===== src/rtl/uart_led_cmd_rx.sv =====
// 8N1 UART receiver with a small byte-command decoder that drives four LEDs.
// Every correctly framed byte is also presented on RX_DATA/RX_VALID.
module uart_led_cmd_rx #(
  parameter int         CLKS_PER_BIT = 434,
  parameter logic [7:0] CMD_SET      = 8'h4C,
  parameter logic [7:0] CMD_CLR      = 8'h43,
  parameter logic [7:0] CMD_TGL      = 8'h54
) (
  input  logic       FAB_CLK,
  input  logic       FAB_RESET,
  input  logic       UART_RXD,
  output logic [7:0] RX_DATA,
  output logic       RX_VALID,
  output logic       FRAME_ERR,
  output logic       CMD_ERR,
  output logic [3:0] LED
);

  localparam int            CW       = (CLKS_PER_BIT > 1) ? $clog2(CLKS_PER_BIT) : 1;
  localparam logic [CW-1:0] CNT_LAST = CW'(CLKS_PER_BIT - 1);
  // Counter restarts on the IDLE->START edge, so mid-start lands at HALF-1.
  localparam logic [CW-1:0] CNT_HALF = CW'(CLKS_PER_BIT / 2 - 1);

  typedef enum logic [2:0] {
    ST_IDLE  = 3'd0,
    ST_START = 3'd1,
    ST_DATA  = 3'd2,
    ST_STOP  = 3'd3,
    ST_BREAK = 3'd4
  } rx_state_t;

  typedef enum logic [0:0] {
    CMD_IDLE = 1'b0,
    CMD_ARG  = 1'b1
  } cmd_state_t;

  logic [1:0]    r_sync;
  logic [CW-1:0] r_cnt;
  logic [2:0]    r_bit;
  logic [7:0]    r_shift;
  logic [7:0]    r_rx_data;
  logic          r_rx_valid;
  logic          r_frame_err;
  logic          r_cmd_err;
  logic [3:0]    r_led;
  rx_state_t     r_rx_state;
  cmd_state_t    r_cmd_state;

  logic          w_rxd_s;
  rx_state_t     w_rx_next;
  logic          w_cnt_clr;
  logic          w_shift_en;
  logic          w_bit_clr;
  logic          w_valid_set;
  logic          w_ferr_set;
  cmd_state_t    w_cmd_next;
  logic [3:0]    w_led_next;
  logic          w_cmd_err_set;

  assign w_rxd_s   = r_sync[1];
  assign RX_DATA   = r_rx_data;
  assign RX_VALID  = r_rx_valid;
  assign FRAME_ERR = r_frame_err;
  assign CMD_ERR   = r_cmd_err;
  assign LED       = r_led;

  // Two-flop synchronizer; resets to the idle (high) line level.
  always_ff @(posedge FAB_CLK or posedge FAB_RESET) begin
    if (FAB_RESET) begin
      r_sync <= 2'b11;
    end else begin
      r_sync <= {r_sync[0], UART_RXD};
    end
  end

  // Bit-period counter, wraps every CLKS_PER_BIT cycles.
  always_ff @(posedge FAB_CLK or posedge FAB_RESET) begin
    if (FAB_RESET) begin
      r_cnt <= '0;
    end else if (w_cnt_clr || (r_cnt == CNT_LAST)) begin
      r_cnt <= '0;
    end else begin
      r_cnt <= r_cnt + CW'(1);
    end
  end

  // RX state register.
  always_ff @(posedge FAB_CLK or posedge FAB_RESET) begin
    if (FAB_RESET) begin
      r_rx_state <= ST_IDLE;
    end else begin
      r_rx_state <= w_rx_next;
    end
  end

  // RX next-state and control strobes.
  always_comb begin
    w_rx_next   = r_rx_state;
    w_cnt_clr   = 1'b0;
    w_shift_en  = 1'b0;
    w_bit_clr   = 1'b0;
    w_valid_set = 1'b0;
    w_ferr_set  = 1'b0;
    case (r_rx_state)
      ST_IDLE: begin
        w_cnt_clr = 1'b1;
        if (!w_rxd_s) begin
          w_rx_next = ST_START;
        end else begin
          w_rx_next = ST_IDLE;
        end
      end
      ST_START: begin
        if (r_cnt == CNT_HALF) begin
          w_cnt_clr = 1'b1;
          w_bit_clr = 1'b1;
          if (w_rxd_s) begin
            w_rx_next = ST_IDLE;
          end else begin
            w_rx_next = ST_DATA;
          end
        end else begin
          w_rx_next = ST_START;
        end
      end
      ST_DATA: begin
        if (r_cnt == CNT_LAST) begin
          w_shift_en = 1'b1;
          if (r_bit == 3'd7) begin
            w_rx_next = ST_STOP;
          end else begin
            w_rx_next = ST_DATA;
          end
        end else begin
          w_rx_next = ST_DATA;
        end
      end
      ST_STOP: begin
        if (r_cnt == CNT_LAST) begin
          if (w_rxd_s) begin
            w_valid_set = 1'b1;
            w_rx_next   = ST_IDLE;
          end else begin
            w_ferr_set  = 1'b1;
            w_rx_next   = ST_BREAK;
          end
        end else begin
          w_rx_next = ST_STOP;
        end
      end
      ST_BREAK: begin
        w_cnt_clr = 1'b1;
        if (w_rxd_s) begin
          w_rx_next = ST_IDLE;
        end else begin
          w_rx_next = ST_BREAK;
        end
      end
      default: begin
        w_cnt_clr = 1'b1;
        w_rx_next = ST_IDLE;
      end
    endcase
  end

  // Data path: LSB-first shift register, bit index and registered RX outputs.
  always_ff @(posedge FAB_CLK or posedge FAB_RESET) begin
    if (FAB_RESET) begin
      r_shift     <= 8'h00;
      r_bit       <= 3'd0;
      r_rx_data   <= 8'h00;
      r_rx_valid  <= 1'b0;
      r_frame_err <= 1'b0;
    end else begin
      if (w_shift_en) begin
        r_shift <= {w_rxd_s, r_shift[7:1]};
      end
      if (w_bit_clr) begin
        r_bit <= 3'd0;
      end else if (w_shift_en) begin
        r_bit <= r_bit + 3'd1;
      end
      if (w_valid_set) begin
        r_rx_data <= r_shift;
      end
      r_rx_valid  <= w_valid_set;
      r_frame_err <= w_ferr_set;
    end
  end

  // Command state, LED register and command-error pulse.
  always_ff @(posedge FAB_CLK or posedge FAB_RESET) begin
    if (FAB_RESET) begin
      r_cmd_state <= CMD_IDLE;
      r_led       <= 4'h0;
      r_cmd_err   <= 1'b0;
    end else begin
      r_cmd_state <= w_cmd_next;
      r_led       <= w_led_next;
      r_cmd_err   <= w_cmd_err_set;
    end
  end

  // Command decode acts on the registered RX_VALID/FRAME_ERR cycle.
  always_comb begin
    w_cmd_next    = r_cmd_state;
    w_led_next    = r_led;
    w_cmd_err_set = 1'b0;
    case (r_cmd_state)
      CMD_IDLE: begin
        if (r_rx_valid) begin
          if (r_rx_data == CMD_SET) begin
            w_cmd_next = CMD_ARG;
          end else if (r_rx_data == CMD_CLR) begin
            w_led_next = 4'h0;
          end else if (r_rx_data == CMD_TGL) begin
            w_led_next = ~r_led;
          end else begin
            w_cmd_err_set = 1'b1;
          end
        end else begin
          w_cmd_next = CMD_IDLE;
        end
      end
      CMD_ARG: begin
        if (r_rx_valid) begin
          w_led_next = r_rx_data[3:0];
          w_cmd_next = CMD_IDLE;
        end else if (r_frame_err) begin
          w_cmd_next = CMD_IDLE;
        end else begin
          w_cmd_next = CMD_ARG;
        end
      end
      default: begin
        w_cmd_next = CMD_IDLE;
      end
    endcase
  end

endmodule


===== config.mk =====
export PLATFORM = sky130hd
export DESIGN_NAME = uart_led_cmd_rx
export DESIGN_NICKNAME = d
export VERILOG_FILES = /design/src/rtl/uart_led_cmd_rx.sv
export SDC_FILE = /design/constraint.sdc
export NUM_CORES = 1
export LEC_CHECK = 0
export BUFFER_PORTS_ARGS = -buffer_cell sky130_fd_sc_hd__buf_4
export CAP_MARGIN = 25
export CORE_MARGIN = 5
export CORE_UTILIZATION = 40
export DETAILED_ROUTE_END_ITERATION = 12
export PLACE_DENSITY = 0.69
export SLEW_MARGIN = 15
export SYNTH_ARGS = -nofsm -noshare
export SYNTH_HDL_FRONTEND = slang
export SYNTH_SLANG_ARGS = --single-unit

===== constraint.sdc =====
create_clock -name FAB_CLK -period 4 [get_ports FAB_CLK]
set_input_delay 0.4 -clock FAB_CLK [delete_from_list [all_inputs] [get_ports FAB_CLK]]
set_output_delay 0.4 -clock FAB_CLK [all_outputs]
set_load 0.02 [all_outputs]

### Word-level counts from Yosys, hierarchy flattened

Index checks and enable logic that the tools add are counted.

* bitwise logic cells: 2
* mux-type cells: 38
* reduce and logical (&&, ||, !) cells: 5
* equality and inequality tests: 14
* $add $sub $neg: 2
* multipliers: 0
* shift operators: 0
* $lt $le $gt $ge: 0
* div/mod/pow operators: 0

Operators by type and width (count)
* equality test 8 x 7 -> 1 bit (second input constant): 3
* 2-to-1 mux 1 bit: 21
* 2-to-1 mux 4 bit: 5
* 2-to-1 mux 3 bit: 6
* one-hot mux 3 bit (5 select lines): 1
* adder 9 x 1 -> 9 bit (second input constant): 1
* equality test 9 x 8 -> 1 bit (second input constant): 1
* equality test 9 bit (second input constant): 1
* 2-to-1 mux 9 bit: 1
* one-hot mux 4 bit (2 select lines): 1
* equality test 3 x 2 -> 1 bit (second input constant): 2
* equality test 3 bit (second input constant): 2
* != test 2 bit (second input constant): 3
* inverter 4 bit: 1
* one-hot mux 1 bit (2 select lines): 2
* AND reduction 4 bit: 1
* adder 3 x 1 -> 3 bit (second input constant): 1
* equality test 3 x 1 -> 1 bit (second input constant): 1
* logical NOT 3 bit: 1
* != test 3 bit (second input constant): 1
* 2-to-1 mux 2 bit: 1
* nonzero test 2 bit: 1
* OR reduction 2 bit: 1
* logical OR 1 bit: 1
* inverter 1 bit: 1

* register bits after elaboration: 41
* memories kept: 0
* memory bits (writable): 0
* output and inout bits: 15
* input port bits: 3
* logic and storage cells: 72
* ROM bits: 0
* bits in latches: 0

### Logic depth before layout (Yosys ltp)

Gate-level depths: netlist of run 1.

* word-level depth: 6
* mapped depth: 7

### Worst setup path after synthesis of run 1

No wires, ideal clock.

* path type: flip-flop to flip-flop
* start point: reg r_cnt[0]
* end point: reg r_cnt[2]
* required time: 3.929 ns
* slack: 2.199 ns
* library setup time: 0.071 ns
* period minus slack after synthesis: 1.801 ns
* cell stages (with the launch flop): 7
* arrival: 1.729 ns
* path through: dfrtp_1 > ha_1 > and4bb_4 > and3_4 > or4_1 > buf_2 > nor2_1

* word-level cells in the longest chain between the ends: 5

Ends and longest elaborated chain
* start: declaration: line 38 `logic [CW-1:0] r_cnt;`
* start signal: assignment: line 83 `r_cnt <= r_cnt + CW'(1);`
* equality test 9 x 8 -> 1 bit: line 114 `if (r_cnt == CNT_HALF) begin`
* 2-to-1 mux 1 bit: line 114
* one-hot mux 1 bit (2 select lines): line 104 `case (r_rx_state)`
* logical OR 1 bit: line 80 `end else if (w_cnt_clr || (r_cnt == CNT_LAST)) begin`
* 2-to-1 mux 9 bit *: line 80

Every way passes the cells marked *; elsewhere a longest branch is shown, timed or not.
A chain may end at the register's enable or synchronous reset.

### Worst setup path in the final report of run 1

* start point: reg r_cnt[0]
* end point: reg r_cnt[0]

Same word-level chain as after synthesis.

==> results of run 1 <==
## Yosys cell counts
library cell,n,area share
nor2b_1,2,0.0065
and4_1,3,0.014
o211ai_1,1,0.0039
nand3_1,8,0.021
inv_1,12,0.023
dfrtp_1,39,0.51
nor2_1,17,0.033
o21ai_0,7,0.018
nand2b_1,2,0.0065
a31oi_1,3,0.0097
and4bb_4,1,0.0084
nand4b_1,1,0.0045
nand4_1,4,0.013
dfstp_2,2,0.027
nor4b_1,2,0.0091
and3b_4,1,0.0065
buf_2,2,0.0052
o31ai_1,2,0.0078
nand2_1,9,0.018
a21boi_0,1,0.0039
o2bb2ai_1,1,0.0045
a21oi_1,5,0.013
nor3b_1,3,0.012
mux2i_1,2,0.010
clkbuf_1,1,0.0019
or3_1,1,0.0032
or4_1,2,0.0078
and3_4,1,0.0058
ha_1,5,0.032
mux2_2,16,0.093
xor2_1,6,0.027
a211oi_1,1,0.0039
xnor2_1,1,0.0045
a41oi_1,1,0.0045
and3_1,5,0.016
nand3b_1,1,0.0039
nor4bb_1,2,0.010
## sequential cells by signal, indices dropped and copies added, names as in the netlist
signal,flops
r_cnt,9
r_cmd_state,1
LED,4
r_rx_state,3
r_shift,8
RX_VALID,1
r_sync,2
FRAME_ERR,1
RX_DATA,8
r_bit,3
CMD_ERR,1
## logic make-up (layout without fill, tap and decap cells)
logic type | count (synthesis) | count (layout) | synth area share
xor+xnor | 7 | 7 | 0.0318
simple gates | 65 | 65 | 0.199
fa+ha+maj | 5 | 5 | 0.0324
buf+inv | 15 | 38 | 0.0305
mux | 18 | 18 | 0.104
compound gates | 22 | 22 | 0.0694
flops | 41 | 41 | 0.533
## critical path, cell delays in order, from the launching register on
cell and delay (ps):
dfrtp_1 450, ha_1 220, and4bb_4 210, and3_4 180, or4_1 680, nor2_1 160
## metrics by stage
step	hold slack (ps)	power, mW	utilization
after floorplan	345	0.431	-
final	217	0.771	0.477
after global routing	200	0.802	0.477
after CTS	203	0.784	0.477
after global placement	346	0.436	0.451
after detailed placement	349	0.436	0.451
## cell type report
type | instances | area (um2) | share of cell area
Clock buffer | 6 | 82.6 | 0.0369
Clock inverter | 2 | 37.5 | 0.0168
Inverter | 12 | 45.0 | 0.0201
Multi-Input combinational cell | 117 | 841 | 0.376
Sequential cell | 41 | 1030 | 0.460
Tap cell | 54 | 67.6 | 0.0302
Timing Repair Buffer | 18 | 135 | 0.0604
## how the worst max path moves through the flow
stage	from	to	slack, ps
after global routing	r_cnt[1]	r_cnt[2]	1930
after detailed placement	r_cnt[1]	r_cnt[0]	2020
after global placement	r_cnt[0]	r_cnt[6]	2060
after CTS	r_cnt[0]	r_cnt[0]	2010
final	r_cnt[0]	r_cnt[0]	2030
after floorplan	r_cnt[0]	r_cnt[2]	2200
## layer usage
metal / vias to the layer above / routed length, um
met5: - / 0
met4: 0 / 71
met3: 9 / 127
met2: 21 / 1580
met1: 640 / 1610
li1: 655 / -
## power breakdown
group	leakage [nW]	switching, mW	total, mW	internal [mW]
clock network	0.0574	0.141	0.344	0.203
logic	0.446	0.00792	0.0101	0.00223
registers	0.551	0.00109	0.417	0.416
==> impl_metrics.csv, run 1 <==
group,metric,value,unit
grt,grt_pass1_vias,1231,
grt,grt_pass1_wl,5.69,mm
clock_tree,cts_resized,0,
timing,fmax,507,MHz
timing,finalSetupViolations,0,
worst_setup_path,reg2reg_setup_slack,2030,ps
yosys,ys_ff_latch,41,
clock_tree,cts_max_level,2,
placed_design,io_buffers,17,
worst_setup_path,cp-end-kind,"flop",
route,drcViolationCount,0,
worst_setup_path,crit_fanout,9,
route,dr.first_iter.drc_count,90,
final_layout,diodes,0,
placed_design,place_area,2120,um2
route,drt_first_pass_iters,4,
floorplanning,pin_count,18,
status,status,"complete, no violations",
placed_design,pre_cts_ws,2020,ps
floorplanning,rows,25,
worst_setup_path,worstSetupPathType,"reg2reg",
final_layout,mostFrequentLayoutCells,"dfrtp_1 (39), buf_4 (18), nor2_1 (17)",
worst_setup_path,startpoint_type,"flop",
timing,hold_viol_final,0,
min_path,worstHoldPathType,"in2async",
final_layout,nets,203,
clock_tree,clk_path_buf_depth,2,
timing,setup_tns,0,ps
timing,fin_worst_skew,12.7,ps
grt,antenna_found_initial,0,
clock_tree,cts_sinks,41,
worst_setup_path,required,4210,ps
timing,timing.final.crit_period,1970,ps
clock_tree,cts_hold_buf,0,
clock_tree,numCtsBuffers,5,
clock_tree,worstSkewPairLatency,290,ps
clock_tree,cts_setup_buffers,0,
yosys,synth_warnings,0,
power_and_ir_drop,powerDensity,345,nW/um2
yosys,synth_area_per_cell,11.1,um2
final_layout,layout.cells.non_filler,250,
clock_tree,cts.clk_slew.worst_paths,80,ps
grt,use_met1,0.146,
grt,grt_overflow,0,
yosys,yosysUniqueCellTypes,37,
worst_setup_path,cp.arrival,2190,ps
final_layout,nFillCells,449,
floorplanning,die_height,79.4,um
final_layout,drive_gt1_frac,0.240,
timing,slew_viol_final,0,
worst_setup_path,r2r_cells,5,
grt,grt_util_met2,0.185,
timing,finalWorstSetupSlack,2030,ps
route,num_vias,1325,
timing,max_slew_margin,0.643,
power_and_ir_drop,p_leak,1.05,nW
job,maxCapViolCount,0,
power_and_ir_drop,vdd_drop_max,135,uV
placed_design,hpwl,2.32,mm
floorplanning,die_w,79.4,um
final_layout,post-route-cell-area,2240,um2
route,wl_per_cell,13.6,um
grt,grt_busiest_layer,"met2",
timing,tightest_slew,528,ps
floorplanning,core,4690,um2
timing,timing.final.crit_share,0.493,
final_layout,area_growth,16.0,%
worst_setup_path,r2r-end,"r_cnt[0]",
grt,grt_max_degree,42,
route,vias_per_cell,5.30,
yosys,syn-cell-area,1930,um2
worst_setup_path,reg2reg_from,"r_cnt[0]",
placed_design,gp_congestion,0.823,
clock_tree,cts_root_buf,"clkbuf_8",
grt,grt_usage,0.117,
placed_design,dpl.cell_count,242,
floorplanning,start_util,0.411,
clock_tree,cts_tree,"done",
floorplanning,die_area,6310,um2
yosys,synthCells,173,
route,drt_wl_total,3.40,mm
grt,gr-usage-met3,0.0350,
yosys,syn-num-nets,181,
timing,rsz0062_at_grt,"no",
yosys,seq_area_frac_synth,0.533,
final_layout,final_common_cell,"dfrtp_1",
route,final_antenna_net_count,0,
No activity file was read; power rests on OpenSTA's default activity.
==> run 2, diff against run 1 <==
--- a/config.mk
+++ b/config.mk
@@ -5,12 +5,13 @@
 export SDC_FILE = /design/constraint.sdc
 export NUM_CORES = 1
 export LEC_CHECK = 0
+export ABC_AREA = 1
 export BUFFER_PORTS_ARGS = -buffer_cell sky130_fd_sc_hd__buf_4
 export CAP_MARGIN = 25
 export CORE_MARGIN = 5
 export CORE_UTILIZATION = 40
 export DETAILED_ROUTE_END_ITERATION = 12
-export PLACE_DENSITY = 0.69
+export PLACE_DENSITY = 0.72
 export SLEW_MARGIN = 15
 export SYNTH_ARGS = -nofsm -noshare
 export SYNTH_HDL_FRONTEND = slang
==> constraint.sdc (replaced) <==
create_clock -name FAB_CLK -period 1.8 [get_ports FAB_CLK]
set_input_delay 0.18 -clock FAB_CLK [delete_from_list [all_inputs] [get_ports FAB_CLK]]
set_output_delay 0.18 -clock FAB_CLK [all_outputs]
set_load 0.02 [all_outputs]
==> impl_metrics.csv, run 2 <==
group,metric,value,unit
grt,grt_overflow,0,
worst_setup_path,crit_fanout,20,
worst_setup_path,crit_end,"r_shift[7]",
yosys,yosysUniqueCellTypes,26,
timing,rsz0062_at_grt,"no",
timing,timing.final.crit_share,0.826,
timing,max_slew_margin,0.668,
yosys,synth_area_per_cell,8.56,um2
worst_setup_path,cp.arrival,1670,ps
floorplanning,die_area,6520,um2
yosys,syn-cell-area,2000,um2
final_layout,mostFrequentLayoutCells,"nand2_1 (59), dfrtp_1 (39), inv_1 (35)",
yosys,synth_edf_count,0,
power_and_ir_drop,vdd_drop_max,826,uV
yosys,yosys.area.top_type_share,0.487,
route,final_antenna_net_count,0,
status,status,"complete, no violations",
worst_setup_path,critPathLaunch,"r_cnt[1]",
grt,grt_pass1_wl,6.13,mm
timing,finalSetupViolations,0,
final_layout,layout.cells.non_filler,322,
grt,grt_max_degree,42,
route,dr.first_iter.drc_count,61,
timing,slew_viol_final,0,
clock_tree,numCtsBuffers,5,
placed_design,dpl.cell_count,314,
worst_setup_path,r2r-end,"r_shift[7]",
final_layout,nets,263,
final_layout,nFillCells,465,
power_and_ir_drop,p_leak,1.12,nW
route,vias_per_cell,4.57,
clock_tree,clk_path_buf_depth,2,
final_layout,diodes,0,
floorplanning,core,4790,um2
placed_design,hpwl,2.46,mm
yosys,synth.most_common_cell,"nand2_1",
clock_tree,cts_setup_buffers,0,
grt,antenna_found_initial,0,
route,drt_wl_total,3.48,mm
yosys,synth_top_area_cell,"dfrtp_1",
yosys,synth_warnings,0,
timing,hold_viol_final,0,
worst_setup_path,worstSetupPathType,"reg2reg",
grt,grt_pass1_vias,1386,
yosys,synthCells,234,
timing,setup_tns,0,ps
final_layout,final_common_cell,"nand2_1",
yosys,yosys-top-cells-area,"dfrtp_1 (49%), nand2_1 (11%), inv_1 (6.6%)",
worst_setup_path,r2r_cells,7,
yosys,async_flop_share,1.00,
route,num_vias,1471,
clock_tree,cts_max_level,2,
timing,timing.final.crit_period,1490,ps
placed_design,gp_congestion,0.813,
final_layout,area_growth,14.2,%
grt,grt_usage,0.120,
final_layout,largest_register_ffs,9,
timing,fmax,673,MHz
clock_tree,cts_sinks,41,
final_layout,top_register,"r_cnt",
yosys,synthTopCellsByCount,"nand2_1 (59), dfrtp_1 (39), inv_1 (35)",
yosys,ys_ff_latch,41,
yosys,synth_ff_type,"dfrtp_1",
final_layout,layout.area.seq,1030,um2
power_and_ir_drop,powerDensity,723,nW/um2
yosys,seq_area_frac_synth,0.513,
clock_tree,cts_hold_buf,1,
final_layout,multi_input_area,790,um2
worst_setup_path,startpoint_type,"flop",
clock_tree,cts_root_buf,"clkbuf_8",
final_layout,drive_gt1_frac,0.176,
clock_tree,worstSkewPairLatency,290,ps
route,drt_first_pass_iters,4,
worst_setup_path,reg2reg_from,"r_cnt[1]",
timing,fin_worst_skew,8.58,ps
worst_setup_path,reg2reg_setup_slack,310,ps
worst_setup_path,required,1980,ps
timing,tightest_slew,497,ps
yosys,syn-num-nets,242,
route,drcViolationCount,0,
floorplanning,pin_count,18,
clock_tree,cts.clk_slew.worst_paths,80,ps
clock_tree,cts_tree,"done",
route,wl_per_cell,10.8,um
min_path,worstHoldPathType,"in2async",
placed_design,io_buffers,17,
floorplanning,start_util,0.419,
floorplanning,die_w,80.8,um
worst_setup_path,cp-end-kind,"flop",
floorplanning,rows,25,
clock_tree,cts_resized,0,
job,maxCapViolCount,0,
floorplanning,die_height,80.8,um
[run 2: power by group]
part | total, mW | switching (mW) | internal [mW]
clock | 0.701 | 0.298 | 0.403
sequential | 0.927 | 0.00258 | 0.925
combinational | 0.0244 | 0.0185 | 0.00594
[run 2: cells by family after synthesis]
| logic type | share of synthesized area |
|---|---|
| buf+inv | 0.0924 |
| compound gates | 0.0681 |
| simple gates | 0.277 |
| flops | 0.513 |
| xor+xnor | 0.0175 |
| fa+ha+maj | 0.0312 |
[run 2: layout make-up]
cell class | count | area share
inverters | 36 | 0.0596
well taps | 67 | 0.0367
multi-input cells | 152 | 0.345
flip-flops and latches | 41 | 0.450
repair buffers | 19 | 0.0635
clock inverters | 2 | 0.0153
clock buffers | 5 | 0.0301
[run 2: worst min-delay path by stage]
stage	endpoint	slack, ps	cells past startpoint
5_1_grt	LED[1]	60	3
3_3_place_gp	r_sync[0]	290	1
6_report	LED[0]	9	3
4_1_cts	r_cnt[6]	20	3
3_5_place_dp	r_sync[0]	290	1
2_1_floorplan	r_sync[0]	180	0
[run 2: worst max-delay path, stage by stage (launching register included)]
cell and delay, ps:
dfrtp_1 390, inv_1 90, ha_1 180, nand3_2 100
nor2_4 150, nand2_2 220, o21ai_1 190, inv_1 50
[run 2: per-stage QoR]
step,hold slack [ps],worst slack (ps),utilization,instance area [um2],power (mW)
finish,9.01,314,0.478,2290,1.65
CTS,20.9,306,0.478,2290,1.68
global route,56.0,175,0.478,2290,1.73
floorplan,184,490,-,2000,0.959
global placement,289,372,0.454,2170,0.970
detailed placement,290,330,0.454,2170,0.969
[run 2: layer usage]
metal / up-vias / track usage / wire length (um)
met5: - / 0 / 0
met4: 0 / 0.0405 / 45
met3: 7 / 0.0333 / 163
met2: 27 / 0.195 / 1600
met1: 668 / 0.156 / 1670
li1: 769 / - / -
